--- config.mk ---
export PLATFORM = sky130hd
export DESIGN_NAME = phase_cal_fsm
export DESIGN_NICKNAME = d
export VERILOG_FILES = /design/src/rtl/phase_cal_fsm.sv
export SDC_FILE = /design/constraint.sdc
export NUM_CORES = 1
export LEC_CHECK = 0
export ABC_AREA = 1
export BUFFER_PORTS_ARGS = -buffer_cell sky130_fd_sc_hd__buf_2
export CORE_ASPECT_RATIO = 0.7
export CORE_MARGIN = 2
export CORE_UTILIZATION = 55
export CTS_BUF_LIST = sky130_fd_sc_hd__clkbuf_8 sky130_fd_sc_hd__clkbuf_16
export DETAILED_ROUTE_END_ITERATION = 7
export PLACE_DENSITY = 0.73
export REMOVE_ABC_BUFFERS = 1
export SLEW_MARGIN = 10
export SYNTH_ARGS = -nofsm -noshare
export SYNTH_HDL_FRONTEND = slang
export SYNTH_SLANG_ARGS = --single-unit
--- constraint.sdc ---
create_clock -name sys_clk -period 6.2 [get_ports sys_clk]
set_input_delay 1.24 -clock sys_clk [delete_from_list [all_inputs] [get_ports sys_clk]]
set_output_delay 1.24 -clock sys_clk [all_outputs]
set_load 0.02 [all_outputs]
--- src/rtl/phase_cal_fsm.sv ---
// Phase-select calibration FSM: sweeps NPHASE codes, averages phase-detector samples per code,
// then locks onto the strongest circular 0->1 edge of the stored profile (with offset), or flags an error.
module phase_cal_fsm #(
    parameter int NPHASE  = 16,
    parameter int CODE_W  = $clog2(NPHASE),
    parameter int SAMP_W  = 4,
    parameter int AVG_MAX = 7
) (
    input  logic              sys_clk,
    input  logic              rst_n,
    input  logic              start_phase_lock,
    input  logic              phase_detect,
    input  logic              enable,
    input  logic [2:0]        avg_log2,
    input  logic [7:0]        settle_cyc,
    input  logic [SAMP_W-1:0] min_edge,
    input  logic [CODE_W-1:0] code_offset,
    input  logic              phase_adjust_ovrd_sel,
    input  logic              phase_locked_ovrd,
    input  logic [CODE_W-1:0] phase_sel_code_ovrd,
    output logic [CODE_W-1:0] phase_sel_code,
    output logic              phase_locked,
    output logic              phase_err,
    output logic              busy,
    output logic [SAMP_W-1:0] edge_strength
);

    localparam int CNT_W = AVG_MAX + 1;
    localparam int NW    = CNT_W + SAMP_W;
    localparam logic [CODE_W-1:0] CODE_LAST = CODE_W'(NPHASE - 1);

    typedef enum logic [2:0] {IDLE, SETTLE, ACCUM, EVAL, DONE} state_t;

    // Normalise a ones count to SAMP_W bits of fraction, clamping full scale to all-ones.
    function automatic logic [SAMP_W-1:0] norm_sat(input logic [CNT_W-1:0] ones,
                                                    input logic [2:0] sh);
        logic [NW-1:0] w;
        w = {ones, {SAMP_W{1'b0}}} >> sh;
        if (w > NW'((1 << SAMP_W) - 1)) return '1;
        return w[SAMP_W-1:0];
    endfunction

    // Rising-step magnitude only; falling steps count as no edge.
    function automatic logic [SAMP_W-1:0] edge_diff(input logic [SAMP_W-1:0] cur,
                                                     input logic [SAMP_W-1:0] prv);
        return (cur >= prv) ? (cur - prv) : '0;
    endfunction

    logic [1:0]        sync_q;
    logic              start_s;
    state_t            state_q, state_d;
    logic [7:0]        settle_q, settle_d;
    logic [CNT_W-1:0]  smp_cnt_q, smp_cnt_d, ones_q, ones_d, smp_last, ones_inc;
    logic [CODE_W-1:0] code_q, code_d, eval_idx_q, eval_idx_d, best_q, best_d, cur_best;
    logic [SAMP_W-1:0] max_q, max_d, cur_max, diff, edge_q, edge_d;
    logic              locked_q, locked_d, err_q, err_d;
    logic [SAMP_W-1:0] samp_q [NPHASE];
    logic [SAMP_W-1:0] samp_d [NPHASE];

    assign start_s  = sync_q[1];
    assign smp_last = (CNT_W'(1) << avg_log2) - CNT_W'(1);
    assign ones_inc = ones_q + CNT_W'(phase_detect);
    assign diff     = edge_diff(samp_q[eval_idx_q], samp_q[eval_idx_q - CODE_W'(1)]);

    always_ff @(posedge sys_clk or negedge rst_n) begin
        if (!rst_n) sync_q <= 2'b00;
        else        sync_q <= {sync_q[0], start_phase_lock};
    end

    always_comb begin
        state_d    = state_q;
        settle_d   = settle_q;
        smp_cnt_d  = smp_cnt_q;
        ones_d     = ones_q;
        code_d     = code_q;
        eval_idx_d = eval_idx_q;
        max_d      = max_q;
        best_d     = best_q;
        locked_d   = locked_q;
        err_d      = err_q;
        edge_d     = edge_q;
        samp_d     = samp_q;
        cur_max    = max_q;
        cur_best   = best_q;
        case (state_q)
            IDLE: begin
                code_d   = '0;
                locked_d = 1'b0;
                err_d    = 1'b0;
                edge_d   = '0;
                samp_d   = '{default: '0};
                if (start_s) state_d = SETTLE;
            end
            SETTLE: begin
                if (settle_q == settle_cyc) begin
                    settle_d = '0;
                    state_d  = ACCUM;
                end else begin
                    settle_d = settle_q + 8'd1;
                end
            end
            ACCUM: begin
                if (enable) begin
                    if (smp_cnt_q == smp_last) begin
                        samp_d[code_q] = norm_sat(ones_inc, avg_log2);
                        smp_cnt_d      = '0;
                        ones_d         = '0;
                        if (code_q != CODE_LAST) begin
                            code_d  = code_q + CODE_W'(1);
                            state_d = SETTLE;
                        end else begin
                            eval_idx_d = '0;
                            state_d    = EVAL;
                        end
                    end else begin
                        smp_cnt_d = smp_cnt_q + CNT_W'(1);
                        ones_d    = ones_inc;
                    end
                end
            end
            EVAL: begin
                if (eval_idx_q == '0) begin
                    cur_max  = diff;
                    cur_best = '0;
                end else if (diff > max_q) begin
                    cur_max  = diff;
                    cur_best = eval_idx_q;
                end
                max_d      = cur_max;
                best_d     = cur_best;
                eval_idx_d = eval_idx_q + CODE_W'(1);
                // Final index: resolve the verdict on the same edge that enters DONE.
                if (eval_idx_q == CODE_LAST) begin
                    state_d = DONE;
                    edge_d  = cur_max;
                    if ((cur_max >= min_edge) && (cur_max != '0)) begin
                        locked_d = 1'b1;
                        err_d    = 1'b0;
                        code_d   = cur_best + code_offset;
                    end else begin
                        locked_d = 1'b0;
                        err_d    = 1'b1;
                        code_d   = cur_best;
                    end
                end
            end
            default: ;
        endcase
        // Dropping the request anywhere outside IDLE discards the run.
        if ((state_q != IDLE) && !start_s) begin
            state_d   = IDLE;
            settle_d  = '0;
            smp_cnt_d = '0;
            ones_d    = '0;
            code_d    = '0;
            locked_d  = 1'b0;
            err_d     = 1'b0;
            edge_d    = '0;
            samp_d    = '{default: '0};
        end
    end

    always_ff @(posedge sys_clk or negedge rst_n) begin
        if (!rst_n) begin
            state_q    <= IDLE;
            settle_q   <= '0;
            smp_cnt_q  <= '0;
            ones_q     <= '0;
            code_q     <= '0;
            eval_idx_q <= '0;
            max_q      <= '0;
            best_q     <= '0;
            locked_q   <= 1'b0;
            err_q      <= 1'b0;
            edge_q     <= '0;
            samp_q     <= '{default: '0};
        end else begin
            state_q    <= state_d;
            settle_q   <= settle_d;
            smp_cnt_q  <= smp_cnt_d;
            ones_q     <= ones_d;
            code_q     <= code_d;
            eval_idx_q <= eval_idx_d;
            max_q      <= max_d;
            best_q     <= best_d;
            locked_q   <= locked_d;
            err_q      <= err_d;
            edge_q     <= edge_d;
            samp_q     <= samp_d;
        end
    end

    assign phase_sel_code = phase_adjust_ovrd_sel ? phase_sel_code_ovrd : code_q;
    assign phase_locked   = phase_adjust_ovrd_sel ? phase_locked_ovrd : locked_q;
    assign phase_err      = err_q;
    assign edge_strength  = edge_q;
    assign busy           = (state_q == SETTLE) || (state_q == ACCUM) || (state_q == EVAL);

endmodule

==> flow_summary.yaml <==
run_status:
  status: "finished clean"
setup_path:
  critical_path_class: "register to register"
  worstSetupStartpointType: "register"
  slowest_stage: "dfrtp_1"
  r2r-end: "code_q[1]"
  r2r-start: "eval_idx_q[2]"
  path_buf_inv: 6
  crit_cells: 38
  cpMostUsedCell: "nand2_1"
  worstPathRequired_ns: 6.51
  rrSetupSlack_ns: 0.51
  r2r_cells: 38
  critPathCaptureType: "register"
  cpPeakStageDelay_ns: 0.56
  critical_path_peak_fanout: 12
  arrival_ns: 5.99
  path_delay_family: "simple AND/OR/NAND/NOR gates"
global_route:
  grt_use_met3_pct: 6.37
  grt_max_degree: 73
  antenna_found_initial: 0
  grt_pass1_vias: 6824
  overflow: 0
  use_met1_pct: 46.7
  grt.busiest_layer: "met1"
  use_met2_pct: 42.7
  grt_use_total_pct: 30.4
  grt_pass1_wl_mm: 34.9
place:
  place_congestion: 0.929
  portBuffers: 40
  dp_cells: 1302
  hpwl_mm: 15.0
  dpl_worst_slack_ns: 0.484
drt:
  drc: 0
  wire_per_inst_um: 15.6
  wl_mm: 20.9
  via_count: 7432
  postRouteAntennaNets: 0
  vias_per_cell: 5.56
  drt-initial-drc-count: 878
  drt_first_pass_iters: 5
clock_network:
  clockBufferDepth: 2
  cts_buffers: 17
  cts_htree_levels: 4
  clk_latency_ns: 0.42
  cts.sinks: 115
  cts_root_buf: "clkbuf_16"
  cts_tree: "built"
  clk_pin_slew_ns: 0.06
min_path:
  min_path_type: "register to register"
  whs_path_depth: 0
  worstHoldStart: "sync_q[0]"
  min_to: "sync_q[1]"
die:
  start_util_pct: 57.0
  die_h_um: 102
  core_sq_mm: 0.0133
  die_x_um: 144
  rows: 35
  dieArea_sq_mm: 0.0148
  ios: 41
layout:
  multiInputGateArea_sq_mm: 0.00403
  synthToLayoutAreaGrowth_pct: 12.8
  drive_gt1_share_pct: 9.46
  area.sequential_sq_mm: 0.00288
  finalNonFillerCells: 1337
  final_cell_mix: "nand2_1, inv_1, o21ai_0"
  final_nets: 1195
  fill_cells: 1267
  layout_commonest_cell: "nand2_1"
  antenna_cells: 0
sta:
  max_freq_ghz: 0.176
  tns_ns: 0
  finalSetupViolCount: 0
  period_share_pct: 91.7
  finalWorstPathRequiredPeriod_ns: 5.69
  hold_ws_ns: 0.348
  worstMarginPinSlew_ns: 1.02
  hold_violations: 0
  rsz0062_at_grt: "no"
  finalClockSkew_ns: 0.0112
  final_max_slew_viol_count: 0
  slew_headroom_pct: 32.2
  worst_slack_ns: 0.513
logic_synthesis:
  yosysUniqueCellTypes: 46
  ys_seq_elements: 115
  syn_area_sq_mm: 0.00758
  synthesis.area_per_instance_sq_um: 6.86
  synth_cells: 1106
  ys_warn_count: 0
  ys_seq_area_share_pct: 37.9
job:
  drv_cap: 0
==> synth_stat cells, drive strengths merged <==
library cell	instances	area share [%]
nor4	5	0.49
o2111ai	2	0.23
o31ai	4	0.40
a31oi	1	0.083
o21bai	1	0.099
xnor2	9	1.0
clkbuf	27	1.3
nor3b	1	0.099
nand3	52	3.4
xor2	17	2.0
clkinv	12	0.59
a22o	1	0.12
o22ai	12	0.99
fa	2	0.53
nand4	14	1.2
o21ai	138	9.2
o221ai	2	0.31
o211ai	12	1.2
buf	9	0.69
a32o	1	0.13
nand2	363	18
dfrtp	115	38
nor2	75	3.8
a21oi	57	4.0
or2	9	0.74
a22oi	2	0.20
a211oi	1	0.099
or3	2	0.16
ha	24	4.0
inv	127	6.3
nor3	9	0.59
==> worst reg2reg max path: cells and delay by family (launching register included) <==
family                     cells  cell delay (ns)
and+or+nand+nor               24             2.77
buffers and inverters          6             0.64
adders and majority gates      4             1.05
AOI/OAI and AO/OA              4             0.57
DFF                            1             0.56
==> how the worst max path moves through the flow <==
stage	from	endpoint	slack, ns
after detailed placement	eval_idx_q[2]	code_q[2]	0.48
after floorplan	eval_idx_q[0]	code_q[2]	-0.38
after CTS	eval_idx_q[2]	code_q[1]	0.45
after global placement	eval_idx_q[2]	code_q[2]	0.65
final	eval_idx_q[2]	code_q[1]	0.51
after global routing	eval_idx_q[1]	code_q[1]	0.03
==> metal layers <==
layer  part of all wire [%]  vias to the layer above  wire length [um]
met3                    7.8                       39              1630
met1                     50                     3442             10400
met2                     40                      286              8400
met4                    2.1                        0               441
li1                       -                     3665                 -
met5                      0                        -                 0
==> what timing repair did <==
item,CTS,global route
hold buffers,0,0
setup endpoints to repair,0,3
endpoints found under the hold margin,0,0
gates resized for setup,0,3
setup buffers,0,3
==> flip-flops by register name (all words and copies together) (netlist names) <==
| name | flops |
|---|---|
| best_q | 4 |
| code_q | 4 |
| edge_strength | 4 |
| eval_idx_q | 4 |
| locked_q | 1 |
| max_q | 4 |
| ones_q | 8 |
| phase_err | 1 |
| samp_q | 64 |
| settle_q | 8 |
| smp_cnt_q | 8 |
| state_q | 3 |
| sync_q | 2 |
==> stage by stage <==
step                      area [sq um]  utilization, %
final                             8550            64.3
after floorplan                   7430               -
after detailed placement          7920            59.5
after global placement            7920            59.5
after CTS                         8520            64.0
after global routing              8550            64.3
==> cells by family (layout without fill, tap and decap cells) <==
| family | Yosys count | in the layout | share of synthesized area (%) |
|---|---|---|---|
| compound gates | 234 | 234 | 17.0 |
| buf+inv | 175 | 221 | 8.94 |
| fa+ha+maj | 26 | 26 | 4.49 |
| flops | 115 | 115 | 37.9 |
| simple gates | 530 | 530 | 28.6 |
| xor+xnor | 26 | 26 | 3.00 |
==> layout make-up <==
type                       instances  area share, %
clock buffer                      18           5.13
clock inverter                    14           1.92
inverter                         139           6.22
multi-input combinational        816           47.1
sequential                       115           33.7
tap                              185           2.71
timing repair buffer              50           3.25
Power is left out: the tool's default activity adds up to more than one toggle a clock period on the data nets, which glitch-free logic cannot reach.
